<file path="src/rtl/rr_arbiter16.sv">
// rr_arbiter16: sixteen-requester round-robin arbiter with done handshake and hold timeout
module rr_arbiter16 #(
    parameter logic [7:0] MAX_HOLD = 8'd200
) (
    input  logic        clk,
    input  logic        rst,
    input  logic [15:0] req,
    input  logic        done,
    output logic [15:0] gnt,
    output logic [3:0]  gnt_id,
    output logic        gnt_valid,
    output logic        timeout,
    output logic [7:0]  status
);
    typedef enum logic [1:0] {IDLE, GRANT, RECOVER} state_t;
    state_t      state_q;
    logic [3:0]  ptr_q;
    logic [3:0]  gnt_id_q;
    logic [7:0]  hold_cnt_q;
    logic [15:0] gnt_q;
    logic        gnt_valid_q;
    logic        timeout_q;
    logic [3:0]  win_id_d;
    logic        win_found_d;
    logic        release_d;
    logic        expire_d;
    // search ptr+1 .. ptr+16 (wrapping); walking downward lets the nearest hit win
    always_comb begin
        win_found_d = 1'b0;
        win_id_d    = 4'd0;
        for (int i = 16; i >= 1; i--) begin
            if (req[ptr_q + 4'(i)]) begin
                win_found_d = 1'b1;
                win_id_d    = ptr_q + 4'(i);
            end
        end
    end
    assign release_d = done | ~req[gnt_id_q];
    assign expire_d  = hold_cnt_q == MAX_HOLD - 8'd1;
    // arbitration FSM with registered grant outputs
    always_ff @(posedge clk or posedge rst) begin
        if (rst) begin
            state_q     <= IDLE;
            ptr_q       <= 4'd15;
            hold_cnt_q  <= 8'd0;
            gnt_q       <= 16'd0;
            gnt_id_q    <= 4'd0;
            gnt_valid_q <= 1'b0;
            timeout_q   <= 1'b0;
        end else begin
            timeout_q <= 1'b0;
            case (state_q)
                IDLE: begin
                    gnt_q       <= win_found_d ? 16'd1 << win_id_d : 16'd0;
                    gnt_id_q    <= win_found_d ? win_id_d : 4'd0;
                    gnt_valid_q <= win_found_d;
                    hold_cnt_q  <= 8'd0;
                    state_q     <= win_found_d ? GRANT : IDLE;
                end
                GRANT: begin
                    hold_cnt_q <= (hold_cnt_q == 8'hFF) ? hold_cnt_q : hold_cnt_q + 8'd1;
                    if (release_d || expire_d) begin
                        gnt_q       <= 16'd0;
                        gnt_valid_q <= 1'b0;
                        ptr_q       <= gnt_id_q;
                        timeout_q   <= ~release_d;
                        state_q     <= RECOVER;
                    end
                end
                default: state_q <= IDLE;
            endcase
        end
    end
    assign gnt       = gnt_q;
    assign gnt_id    = gnt_id_q;
    assign gnt_valid = gnt_valid_q;
    assign timeout   = timeout_q;
    assign status    = gnt_valid_q ? {4'b0, gnt_id_q} : 8'hF0;
endmodule
</file>
<file path="config.mk">
export PLATFORM = sky130hd
export DESIGN_NAME = rr_arbiter16
export DESIGN_NICKNAME = d
export VERILOG_FILES = /design/src/rtl/rr_arbiter16.sv
export SDC_FILE = /design/constraint.sdc
export NUM_CORES = 1
export LEC_CHECK = 0
export ABC_AREA = 1
export BUFFER_PORTS_ARGS = -buffer_cell sky130_fd_sc_hd__buf_4
export CAP_MARGIN = 20
export CORE_UTILIZATION = 23
export DETAILED_ROUTE_END_ITERATION = 6
export PLACE_DENSITY = 0.44
export SYNTH_ARGS = -nofsm -noshare
export SYNTH_HDL_FRONTEND = slang
export SYNTH_SLANG_ARGS = --single-unit
</file>
<file path="constraint.sdc">
create_clock -name clk -period 9.6 [get_ports clk]
set_input_delay 0 -clock clk [delete_from_list [all_inputs] [get_ports clk]]
set_output_delay 0 -clock clk [all_outputs]
set_load 0.05 [all_outputs]
</file>
After elaboration in Yosys (flattened, before gate mapping)

Cells that the tools add are included.

Register bits: 36
Bits of input ports: 19
Output and inout port bits: 30

Add/sub/neg operators: 16
$lt $le $gt $ge: 17
Equal/unequal tests: 5
Shift operators: 1
Multiplexer cells: 80
Bitwise logic cells: 3
Reduce and logical (&&, ||, !) cells: 6

Operators by type and width:

| cell                                                 | number |
|---|---|
| < comparator 4 x 5 -> 1 bit (second input constant)  | 17 |
| binary-select mux 1 bit (select 4 bit)               | 17 |
| two-way mux 4 bit                                    | 17 |
| two-way mux 1 bit                                    | 37 |
| adder 4 bit (second input constant)                  | 8 |
| two-way mux 16 bit                                   | 2 |
| case mux 16 bit (2 select lines)                     | 1 |
| adder 4 x 3 -> 4 bit (second input constant)         | 4 |
| equality test 8 bit (second input constant)          | 2 |
| two-way mux 8 bit                                    | 2 |
| case mux 8 bit (2 select lines)                      | 1 |
| << shifter 1 x 4 -> 16 bit (first input constant)    | 1 |
| adder 4 x 2 -> 4 bit (second input constant)         | 2 |
| adder 8 x 1 -> 8 bit (second input constant)         | 1 |
| AND reduction 2 bit                                  | 3 |
| adder 4 x 1 -> 4 bit (second input constant)         | 1 |
| != test 2 bit (second input constant)                | 2 |
| case mux 2 bit (2 select lines)                      | 1 |
| equality test 2 x 1 -> 1 bit (second input constant) | 1 |
| zero test 2 bit                                      | 1 |
| two-way mux 2 bit                                    | 1 |
| inverter 1 bit                                       | 2 |
| case mux 1 bit (2 select lines)                      | 1 |
| nonzero test 2 bit                                   | 1 |
| other kinds (2)                                      | 2 |

Logic depth before layout (Yosys ltp)

Depth in word-level cells: 21
Mapped depth: 32
Depth with buffers taken out: 30

Worst setup path before layout

OpenSTA, ideal clock, no wires.

Kind: register to register
Start: register ptr_q[0]
End: register gnt_q[1], in the netlist gnt[1]
Arrival time: 3.108 ns
Path slack: 6.426 ns
Cell stages (with the launch flop): 31
Buffers on the path: 3
Period minus slack after synthesis: 3.174 ns
Path through: dfstp_2 inv_2 buf_6 clkbuf_1 ha_1 inv_1 buf_2 nand3_1 nand3_1 nand2_1 nand2_1 nand2_2 nor2_2 nand3_1 nand2_1 nand2_1 nand2_1 nand2_1 nand2_1 nand2_1 nand2_1 nand2_1 nand2_1 nand2_1 nand2_2 nand2_2 nand2_4 nand2_1 nor2_2 nand2_1 nand2_1

Cells in the longest elaborated chain, start to end: 21
Elaborated cells between the ends (all ways): 82
Classes of those cells: add/sub (15); shift (1); mux (66)

Ends and longest elaborated chain:

| what                                                                                | line   | text |
|---|---|---|
| from (decl)                                                                         | 17     | `logic [3:0] ptr_q;` |
| from (signal assigned)                                                              | 65     | `ptr_q <= gnt_id_q;` |
| adder 4 bit / binary-select mux 1 bit (select 4 bit) (equally long branches)        | 32, 34 |  |
| binary-select mux 1 bit (select 4 bit) / two-way mux 1 bit (equally long branches)  | 32     | `if (req[ptr_q + 4'(i)]) begin` |
| two-way mux 1 bit (implied by the code) / two-way mux 4 bit (equally long branches) | 32     |  |
| two-way mux 4 bit (15 in series)                                                    | 32     |  |
| << shifter 1 x 4 -> 16 bit                                                          | 54     | `gnt_q <= win_found_d ? 16'd1 << win_id_d : 16'd0;` |
| two-way mux 16 bit *                                                                | 54     |  |
| case mux 16 bit (2 select lines) *                                                  | 52     | `case (state_q)` |
| to (signal assigned)                                                                | 54     |  |
| to (decl)                                                                           | 20     | `logic [15:0] gnt_q;` |

Mark *: on every way between the ends. The rest lies on a longest branch, timed or not. The select of a mux whose other input is x is not followed.
A chain may end at the register's enable or synchronous reset.

Worst setup path in the final report

Start: register ptr_q[0]
End: register gnt_q[15], in the netlist gnt[15]

Same word-level chain as after synthesis.

==> impl_metrics.csv <==
group,metric,value,unit
clocking,cts.reportedPaths.clkPinSlew,0.05,ns
yosys,syn-num-nets,612,
floorplanning,dieArea,15500,sq um
floorplanning,die_h,125,um
drt,routed_wl,11900,um
critical_path,cp-end-kind,"flip-flop",
yosys,synth.yosys.seq_area_share,26.2,%
grt,met3_usage,1.33,%
clocking,insertion_delay,0.28,ns
finish,drive_above_1_share,14.6,%
floorplanning,core_area,14600,sq um
placement,finalWeightedCongestion,0.870,
timing,final-setup-viol-count,0,
critical_path,worstSetupStartpointType,"flip-flop",
grt,grt_pass1_vias,3734,
timing,tns,0,ns
yosys,syn_inst,585,
placement,io_buffers,48,
floorplanning,start_util,23.7,%
drt,postRouteAntennaNets,0,
grt,grt_overflow,0,
yosys,syn_area,3460,sq um
timing,slew_viol_final,0,
critical_path,max_stage_delay,0.79,ns
job,cap_viol_max_count,0,
critical_path,path_class,"flip-flop to flip-flop",
drt,wl_per_cell,14.6,um
drt,drc,0,
clocking,cts.repair.resized,0,
floorplanning,fp.dieW,125,um
clocking,cts_tree,"built",
clocking,cts_hold_buffers,2,
drt,drt_iter0_drc,244,
drt,via_count,3883,
yosys,ys_async_sr_fraction,100,%
clocking,cts-root-buf,"clkbuf_16",
clocking,cts_sinks,36,
worst_hold_path,hp-class,"primary input to asynchronous set/reset pin",
finish,register_area,906,sq um
critical_path,r2r-end,"gnt[15]",
critical_path,crit_slowest_cell,"dfstp_2",
clocking,cts_buffers,5,
critical_path,path_max_fanout,27,
clocking,htree_levels,2,
drt,post_drt_via_cell_ratio,4.77,
timing,rsz0062_at_grt,"no",
critical_path,reg2reg_depth,28,
run_status,status,"finished clean",
finish,nNetsFinal,656,
finish,area_delta_synth_final,19.9,%
finish,fill_cells,1623,
timing,fin_crit_sh,44.0,%
clocking,post-cts-setup-buffers,0,
finish,antenna_cells,0,
grt,globalRoute.busiestLayer,"met2",
timing,hold_violations,0,
critical_path,rrSetupSlack,5.38,ns
grt,grt_util_met1,21.1,%
critical_path,crit_required,9.80,ns
grt,grt_use_total,15.7,%
finish,multi_input_area,2200,sq um
yosys,synth_edf_count,0,
placement,dpl.hpwl,9400,um
critical_path,worstPathBufferInverterCount,4,
timing,fmax,237,MHz
floorplanning,rows,44,
critical_path,worst_path_dominant_cell_family,"simple AND/OR/NAND/NOR gates",
yosys,ys_types,36,
clocking,cts.path.max_buffers,2,
yosys,ys.flop_type,"dfrtp_1",
floorplanning,pin_count,49,
critical_path,cp_common_cell,"nand2_1",
timing,worst_slew_pin_slew,0.519,ns
grt,grt_pass1_wl,19600,um
yosys,synth-warning-count,0,
critical_path,critical_path_arrival,4.42,ns
yosys,yosys_register_bits,36,
timing,fin_crit,4.22,ns
critical_path,r2r-start,"ptr_q[0]",
drt,firstDrtPassIters,5,
timing,maxSlewHeadroom,65.3,%
yosys,avgSynthCellArea,5.91,sq um
grt,gr-usage-met2,25.8,%
grt,grt_start_max_net_pins,37,
timing,fin_skew,0.00425,ns
grt,antenna_found_initial,0,
## metrics by stage
stage	hold slack (ns)	worst slack [ns]	std cells	utilization [%]	instance area, sq um
3_3_place_gp	0.147	5.44	803	27.2	3960
5_1_grt	0.453	4.91	814	28.4	4150
4_1_cts	0.384	5.37	813	28.4	4140
2_1_floorplan	0.0705	6.43	585	-	3460
6_report	0.388	5.38	814	28.4	4150
3_5_place_dp	0.153	5.40	803	27.2	3960
## worst reg2reg max path, delay by kind of cell (launching register included)
family	cells	cell delay [ns]
AO/OA/AOI/OAI	1	0.16
buffers and inverters	4	0.79
AND/OR/NAND/NOR	22	1.77
flip-flops	1	0.79
adder cells (fa/ha/maj)	1	0.64
## logic make-up (layout without fill, tap and decap cells)
family / Yosys count / count (layout) / synth area share (%)
buffers and inverters: 83 / 128 / 10.1
AO/OA/AOI/OAI: 74 / 74 / 12.2
AND/OR/NAND/NOR: 376 / 376 / 46.4
multiplexers: 1 / 1 / 0.289
adder cells (fa/ha/maj): 8 / 8 / 2.89
XOR/XNOR: 7 / 7 / 1.99
flip-flops: 36 / 36 / 26.2
## synthesized netlist by cell type (3+ instances only)
library cell	instances	area [sq um]
nor2_2	4	25.0
buf_2	6	30.0
ha_1	8	100
nand3_1	85	425
o221ai_1	3	26.3
buf_4	6	45.0
a21oi_2	3	26.3
inv_1	59	221
nor2_1	25	93.8
o21ai_0	21	105
xor2_1	6	52.6
a21oi_1	35	175
nor3_1	3	15.0
nand2_1	239	897
dfstp_2	4	105
nand2_2	8	50.1
dfrtp_1	32	801
nor4_1	3	18.8
inv_2	8	30.0
o21ai_1	4	20.0
nand4_1	4	25.0
## cell type report
class,instances,area share (%)
Sequential cell,36,21.8
Multi-Input combinational cell,466,53.2
Inverter,68,6.15
Clock buffer,8,3.77
Timing Repair Buffer,52,9.53
Tap cell,184,5.55
## registers in the layout (all words and copies together) (netlist names)
name        count
gnt            16
timeout         1
hold_cnt_q      8
gnt_valid       1
state_q         2
gnt_id          4
ptr_q           4
## cells in the final DEF (no fill, tap or decap), drive strengths merged, types with 7 or more instances in the layout
| cell | n |
|---|---|
| nand2 | 249 |
| nand3 | 87 |
| inv | 67 |
| buf | 50 |
| a21oi | 39 |
| dfrtp | 32 |
| nor2 | 30 |
| o21ai | 26 |
| ha | 8 |
| clkbuf | 8 |
| xor2 | 7 |
## worst max-delay path by stage
| stage | start | end | slack (ns) | depth (start not counted) |
|---|---|---|---|---|
| floorplan | ptr_q[0] | gnt[1] | 6.43 | 30 |
| global placement | ptr_q[0] | gnt[13] | 5.44 | 28 |
| detailed placement | ptr_q[1] | gnt[15] | 5.40 | 28 |
| CTS | ptr_q[0] | gnt[13] | 5.37 | 28 |
| global route | ptr_q[0] | gnt[15] | 4.91 | 28 |
| finish | ptr_q[0] | gnt[15] | 5.38 | 28 |
## layer usage
layer | up-vias | wire length (um)
met1 | 1768 | 5510
li1 | 1967 | -
met5 | - | 0
met2 | 129 | 5480
met3 | 19 | 517
met4 | 0 | 344
Power is left out: the tool's default activity adds up to more than one toggle a clock period on the data nets, which glitch-free logic cannot reach.
